`config.mk`:
```
export PLATFORM = sky130hd
export DESIGN_NAME = logic_unit_arbiter_flat
export DESIGN_NICKNAME = d
export VERILOG_FILES = /design/src/rtl/logic_unit_pkg.sv /design/src/rtl/logic_unit_arbiter_if.sv /design/src/rtl/logic_unit_alu.sv /design/src/rtl/logic_unit_arbiter.sv /design/src/flat_wrapper.sv
export SDC_FILE = /design/constraint.sdc
export NUM_CORES = 1
export LEC_CHECK = 0
export BUFFER_PORTS_ARGS = -buffer_cell sky130_fd_sc_hd__buf_2
export CELL_PAD_IN_SITES_DETAIL_PLACEMENT = 0
export CELL_PAD_IN_SITES_GLOBAL_PLACEMENT = 2
export CORE_MARGIN = 2
export CORE_UTILIZATION = 27
export CTS_BUF_LIST = sky130_fd_sc_hd__clkbuf_16
export CTS_CLUSTER_SIZE = 20
export DETAILED_ROUTE_END_ITERATION = 8
export PLACE_DENSITY = 0.71
export SETUP_SLACK_MARGIN = 0.4
export SLEW_MARGIN = 15
export SYNTH_ARGS = -nofsm -noshare
export SYNTH_HDL_FRONTEND = slang
export SYNTH_SLANG_ARGS = --single-unit
```
`constraint.sdc`:
```
create_clock -name clk -period 1.8 [get_ports clk]
set_clock_uncertainty 0.2 [all_clocks]
set_input_delay 0 -clock clk [delete_from_list [all_inputs] [get_ports clk]]
set_output_delay 0 -clock clk [all_outputs]
set_load 0.1 [all_outputs]
```
`src/rtl/logic_unit_pkg.sv`:
```
// Shared definitions for the logic-unit arbiter slice: opcode encoding,
// FSM state encoding, requester count and the round-robin step helper.
package logic_unit_pkg;

  localparam int NREQ = 3;

  typedef enum logic [1:0] {
    OP_AND  = 2'b00,
    OP_OR   = 2'b01,
    OP_XOR  = 2'b10,
    OP_PASS = 2'b11
  } op_e;

  typedef enum logic [1:0] {
    S_IDLE = 2'd0,
    S_EXEC = 2'd1,
    S_RESP = 2'd2
  } state_e;

  // Next requester index in round-robin order, wrapping 2 -> 0.
  function automatic logic [1:0] rrNext(input logic [1:0] idx);
    return (idx == 2'd2) ? 2'd0 : idx + 2'd1;
  endfunction

endpackage

```
`src/rtl/logic_unit_arbiter_if.sv`:
```
// Request/grant/result bundle between the three requesters and the arbiter.
// The master side is the requester cluster; the slave side is the arbiter.
interface logic_unit_arbiter_if
  import logic_unit_pkg::*;
#(
  parameter int WIDTH = 1
);

  logic [NREQ-1:0]       req;
  logic [NREQ*WIDTH-1:0] a_in;
  logic [NREQ*WIDTH-1:0] b_in;
  logic [2*NREQ-1:0]     op_in;
  logic [NREQ-1:0]       gnt;
  logic [WIDTH-1:0]      y_out;
  logic [1:0]            y_id;
  logic                  y_valid;
  logic                  busy;

  modport master (
    output req, a_in, b_in, op_in,
    input  gnt, y_out, y_id, y_valid, busy
  );

  modport slave (
    input  req, a_in, b_in, op_in,
    output gnt, y_out, y_id, y_valid, busy
  );

endinterface

```
`src/rtl/logic_unit_alu.sv`:
```
// Combinational logic unit shared by all requesters: AND / OR / XOR / pass A.
module logic_unit_alu
  import logic_unit_pkg::*;
#(
  parameter int WIDTH = 1
) (
  input  logic [WIDTH-1:0] a_i,
  input  logic [WIDTH-1:0] b_i,
  input  logic [1:0]       op_i,
  output logic [WIDTH-1:0] y_o
);

  // Opcode decode; every encoding is used, pass-A doubles as the default.
  always_comb begin
    y_o = a_i;
    case (op_i)
      OP_AND:  y_o = a_i & b_i;
      OP_OR:   y_o = a_i | b_i;
      OP_XOR:  y_o = a_i ^ b_i;
      OP_PASS: y_o = a_i;
    endcase
  end

endmodule

```
`src/rtl/logic_unit_arbiter.sv`:
```
// Round-robin scheduler for one registered logic unit shared by three
// requesters. A grant captures the winner's operands, the following cycle
// computes and publishes a tagged result, and that result cycle can already
// grant the next requester, giving one operation every two cycles.
// Optional per-requester grant counters: define LOGIC_UNIT_ARB_STATS_EN.
module logic_unit_arbiter
  import logic_unit_pkg::*;
#(
  parameter int WIDTH = 1
) (
  input  logic clk,
  input  logic rst,
  logic_unit_arbiter_if.slave bus
`ifdef LOGIC_UNIT_ARB_STATS_EN
  ,
  output logic [8*NREQ-1:0] grant_cnt
`endif
);

  state_e           state_q, state_d;
  logic [1:0]       last_q, last_d;
  logic [WIDTH-1:0] a_q, a_d;
  logic [WIDTH-1:0] b_q, b_d;
  logic [1:0]       op_q, op_d;
  logic [1:0]       id_q, id_d;
  logic [NREQ-1:0]  gnt_q, gnt_d;
  logic [WIDTH-1:0] y_q, y_d;
  logic [1:0]       yId_q, yId_d;
  logic             yValid_q, yValid_d;
  logic             busy_q, busy_d;

  logic [1:0]       cand0, cand1;
  logic             winFound;
  logic [1:0]       winId;
  logic [WIDTH-1:0] aluY;

  logic_unit_alu #(.WIDTH(WIDTH)) u_alu (
    .a_i  (a_q),
    .b_i  (b_q),
    .op_i (op_q),
    .y_o  (aluY)
  );

  // Round-robin search starting just after the last winner.
  always_comb begin
    cand0    = rrNext(last_q);
    cand1    = rrNext(cand0);
    winFound = 1'b1;
    winId    = last_q;
    if (bus.req[cand0])       winId = cand0;
    else if (bus.req[cand1])  winId = cand1;
    else if (bus.req[last_q]) winId = last_q;
    else                      winFound = 1'b0;
  end

  // State register.
  always_ff @(posedge clk) begin
    if (rst) state_q <= S_IDLE;
    else     state_q <= state_d;
  end

  // Next-state logic: IDLE and RESP both arbitrate, EXEC always moves to RESP.
  always_comb begin
    state_d = state_q;
    case (state_q)
      S_IDLE:  state_d = winFound ? S_EXEC : S_IDLE;
      S_EXEC:  state_d = S_RESP;
      S_RESP:  state_d = winFound ? S_EXEC : S_IDLE;
      default: state_d = S_IDLE;
    endcase
  end

  // Next values of the capture and output registers for the current state.
  always_comb begin
    last_d   = last_q;
    a_d      = a_q;
    b_d      = b_q;
    op_d     = op_q;
    id_d     = id_q;
    gnt_d    = '0;
    y_d      = y_q;
    yId_d    = yId_q;
    yValid_d = 1'b0;
    busy_d   = (state_d != S_IDLE);
    case (state_q)
      S_IDLE, S_RESP: begin
        if (winFound) begin
          last_d       = winId;
          id_d         = winId;
          a_d          = bus.a_in[winId*WIDTH +: WIDTH];
          b_d          = bus.b_in[winId*WIDTH +: WIDTH];
          op_d         = bus.op_in[winId*2 +: 2];
          gnt_d[winId] = 1'b1;
        end
      end
      S_EXEC: begin
        y_d      = aluY;
        yId_d    = id_q;
        yValid_d = 1'b1;
      end
      default: ;
    endcase
  end

  // Datapath and output registers; reset drops any captured transaction.
  always_ff @(posedge clk) begin
    if (rst) begin
      last_q   <= 2'd2;
      a_q      <= '0;
      b_q      <= '0;
      op_q     <= '0;
      id_q     <= '0;
      gnt_q    <= '0;
      y_q      <= '0;
      yId_q    <= '0;
      yValid_q <= 1'b0;
      busy_q   <= 1'b0;
    end else begin
      last_q   <= last_d;
      a_q      <= a_d;
      b_q      <= b_d;
      op_q     <= op_d;
      id_q     <= id_d;
      gnt_q    <= gnt_d;
      y_q      <= y_d;
      yId_q    <= yId_d;
      yValid_q <= yValid_d;
      busy_q   <= busy_d;
    end
  end

  assign bus.gnt     = gnt_q;
  assign bus.y_out   = y_q;
  assign bus.y_id    = yId_q;
  assign bus.y_valid = yValid_q;
  assign bus.busy    = busy_q;

`ifdef LOGIC_UNIT_ARB_STATS_EN
  logic [NREQ-1:0][7:0] cnt_q;

  // Saturating per-requester grant counters, bumped once per grant pulse.
  always_ff @(posedge clk) begin
    if (rst) begin
      cnt_q <= '0;
    end else begin
      for (int i = 0; i < NREQ; i++) begin
        if (gnt_q[i] && (cnt_q[i] != 8'hFF)) cnt_q[i] <= cnt_q[i] + 8'd1;
      end
    end
  end

  assign grant_cnt = cnt_q;
`endif

endmodule

```
`src/flat_wrapper.sv`:
```
// flat-port wrapper written by rule: the top's interface ports become plain ports
module logic_unit_arbiter_flat import logic_unit_pkg::*;
#(
  parameter int WIDTH = 1
)
  (clk, rst, bus_req, bus_a_in, bus_b_in, bus_op_in, bus_gnt, bus_y_out, bus_y_id, bus_y_valid, bus_busy);
  logic_unit_arbiter_if #(.WIDTH(WIDTH)) bus_i ();
  input  logic clk;
  input  logic rst;
  input wire logic [$bits(bus_i.req)-1:0] bus_req;
  input wire logic [$bits(bus_i.a_in)-1:0] bus_a_in;
  input wire logic [$bits(bus_i.b_in)-1:0] bus_b_in;
  input wire logic [$bits(bus_i.op_in)-1:0] bus_op_in;
  output wire logic [$bits(bus_i.gnt)-1:0] bus_gnt;
  output wire logic [$bits(bus_i.y_out)-1:0] bus_y_out;
  output wire logic [$bits(bus_i.y_id)-1:0] bus_y_id;
  output wire logic [$bits(bus_i.y_valid)-1:0] bus_y_valid;
  output wire logic [$bits(bus_i.busy)-1:0] bus_busy;
  assign bus_i.req = bus_req;
  assign bus_i.a_in = bus_a_in;
  assign bus_i.b_in = bus_b_in;
  assign bus_i.op_in = bus_op_in;
  assign bus_gnt = bus_i.gnt;
  assign bus_y_out = bus_i.y_out;
  assign bus_y_id = bus_i.y_id;
  assign bus_y_valid = bus_i.y_valid;
  assign bus_busy = bus_i.busy;
  logic_unit_arbiter #(.WIDTH(WIDTH)) u_core (.clk(clk), .rst(rst), .bus(bus_i));
endmodule
```
==> results.toml <==
[pwr]
leakagePower_nw = 0.562
p_total_w = 0.00117
ir_drop_mv = 0.556
powerDensity_mw_per_mm2 = 919

[clocking]
clk_pin_slew_ns = 0.05
cts.sinks = 16
clock_path_buffers = 2
clock_latency_ns = 0.24
cts_buffers = 3
root_buffer = "clkbuf_16"
cts_max_level = 1
cts_tree = "done"

[setup_path]
startpoint_type = "flip-flop"
slowest_stage = "or4_4"
r2r-end = "u_core.b_q"
crit-reg2reg-launch = "u_core.last_q[1]"
critPathArrivalTime_ns = 1.50
critical_path_buf_inv_count = 0
endpoint_kind = "flip-flop"
cp_data_required_time_ns = 1.75
ff2ff_setup_slack_ns = 0.25
reg2reg_depth = 4
cp_top_family = "simple AND/OR/NAND/NOR gates"
path_class = "reg2reg"
path_cells = "or4_4 > nand3_4 > nand2_1 > a311oi_2"
cp_max_fo = 7
critical_path.max_stage_delay_ns = 0.52

[layout]
final_cell_mix = "buf_2 (24), nor2_1 (13), dlygate4sd3_1 (13), dfxtp_1 (10), nand2_1 (7)"
diodes = 0
fin_nets = 151
multi_input_area_um2 = 487
drive_above_1_share_pct = 45.0
layout_commonest_cell = "buf_2"
fillCellCount = 274
register_area_um2 = 333
design_area_mm2 = 0.00128
syn2layout_area_growth_pct = 66.8
final_util_pct = 46.7

[synthesis]
avgSynthCellArea_um2 = 9.01
synth_top_area_share_pct = 41.8
netlist-cell-type-count = 31
ys_seq_elements = 16
async_flop_share_pct = 0
synth_nets = 104
yosys_warnings = 0
syn_area_um2 = 766
ys.flop_type = "dfxtp_1"
yosys-top-cells-area = "dfxtp_1 (42%), nor2_1 (6.9%), a311oi_1 (4.6%), a32oi_1 (4.6%), nand2_1 (3.4%)"
yosysSeqAreaShare_pct = 41.8
synth-edff-count = 0
synth_top_area_cell = "dfxtp_1"
syn_inst = 85

[hold_path]
worstHoldStart = "bus_op_in[3]"
holdPathEnd = "u_core.op_q[1]"
min_path_cells = 3
worst_hold_path_type = "in2reg"

[timing]
worst_slew_pin_slew_ns = 0.487
tns_ns = 0
final_hold_viol_count = 0
fmax_ghz = 0.646
timing.final.crit_share_pct = 86.0
fin_hold_ws_ns = 0.0205
fin_crit_ns = 1.55
setup_violations = 0
rsz0062_at_grt = "yes"
drv_slew = 0
max_slew_margin_pct = 67.8

[placement]
gp_congestion = 0.788
hpwl_um = 1410
portBuffers = 24
placed_area_um2 = 928

[route]
vias_per_cell = 4.91
ant_nets = 0
route.detailed.drc = 0
wl_um = 2070
post_drt_wl_per_cell_um = 12.8
vias = 795
drt_pre_antenna_iters = 4
drt_iter0_drc = 18

[global_routing]
grt_pass1_wl_um = 3420
grt_antenna_before_repair = 0
globalRouteOverflowTotal = 0
grt_use_total_pct = 13.6
grt_pass1_vias = 798
grt_max_degree = 14

[floorplan]
core_mm2 = 0.00273
fp.dieH_um = 57.3
initial_utilization_pct = 28.0
fp.dieW_um = 57.3
pin_count = 25
dieArea_mm2 = 0.00328
row_count = 19

[flow_run]
drv_cap = 0

[outcome]
status = "finished clean"
==> synthesized netlist by cell type (2+ instances only) <==
| cell type | number |
|---|---|
| a21oi_1 | 3 |
| a311oi_1 | 4 |
| a32oi_1 | 4 |
| clkbuf_1 | 2 |
| dfxtp_1 | 16 |
| ha_1 | 2 |
| inv_1 | 6 |
| mux2i_1 | 2 |
| nand2_1 | 7 |
| nand2b_1 | 2 |
| nor2_1 | 14 |
| nor3_1 | 2 |
| o21ai_0 | 3 |
==> logic make-up after synthesis <==
group,synth area share (%)
fa+ha+maj,3.27
flops,41.8
compound gates,21.7
mux,5.56
buf+inv,6.05
simple gates,21.6
==> what timing repair did <==
item                       4_1_cts  5_1_grt
resized for setup               17        6
hold endpoints to repair        14        0
hold buffers                    13        0
gates cloned                     0        1
setup buffers                    5        1
pin swaps                        7        2
setup endpoints to repair       11       10
==> routing by layer <==
metal / share of wire, % / wire length, µm / vias up / GRT usage (%)
li1: - / - / 398 / -
met1: 47 / 981 / 374 / 17.4
met2: 47 / 975 / 21 / 22.2
met3: 4.2 / 87 / 2 / 2.04
met4: 1.3 / 27 / 0 / 6.98
met5: 0 / 0 / - / 0
==> how the worst max path moves through the flow <==
stage | start | endpoint | slack (ns) | depth (start not counted)
2_1_floorplan | u_core.last_q[1] | u_core.b_q | 0.23 | 5
3_3_place_gp | u_core.id_q[0] | u_core.last_q[1] | 0.11 | 6
4_1_cts | u_core.last_q[1] | u_core.b_q | 0.25 | 4
3_5_place_dp | u_core.id_q[0] | u_core.op_q[0] | 0.16 | 5
6_report | u_core.last_q[1] | u_core.b_q | 0.25 | 4
5_1_grt | u_core.last_q[1] | u_core.a_q | 0.18 | 4
==> final cells by class <==
type,count,area share (%)
Multi-Input combinational cell,60,38.1
Sequential cell,16,26.1
Timing Repair Buffer,45,24.9
Clock buffer,3,5.88
Tap cell,31,3.04
Inverter,6,1.76
Clock inverter,1,0.294
==> per-stage QoR <==
step	cells	setup WS, ns
after global routing	162	0.181
final	162	0.251
after floorplan	85	0.229
after detailed placement	138	0.156
after CTS	160	0.249
after global placement	138	0.107
==> worst min-delay path, delay by kind of cell <==
family | cells | cell delay [ns]
buffers and inverters | 1 | 0.10
AO/OA/AOI/OAI | 2 | 0.31
==> flip-flops by register name, summed over array words and instances, names as in the netlist <==
signal	flops
u_core.op_q	2
u_core.a_q	1
u_core.state_q	1
u_core.bus.y_valid	1
u_core.bus.gnt	3
u_core.bus.y_id	2
u_core.last_q	1
u_core.b_q	1
u_core.bus.busy	1
u_core.id_q	2
u_core.bus.y_out	1
==> power by group <==
group          internal [W]  switching, W  total (W)  leakage [nW]
Clock              0.000294      0.000132   0.000426        0.0385
Combinational      0.000139      0.000198   0.000337         0.389
Sequential         0.000388     0.0000238   0.000412         0.134
No activity file was read; power rests on OpenSTA's default activity.
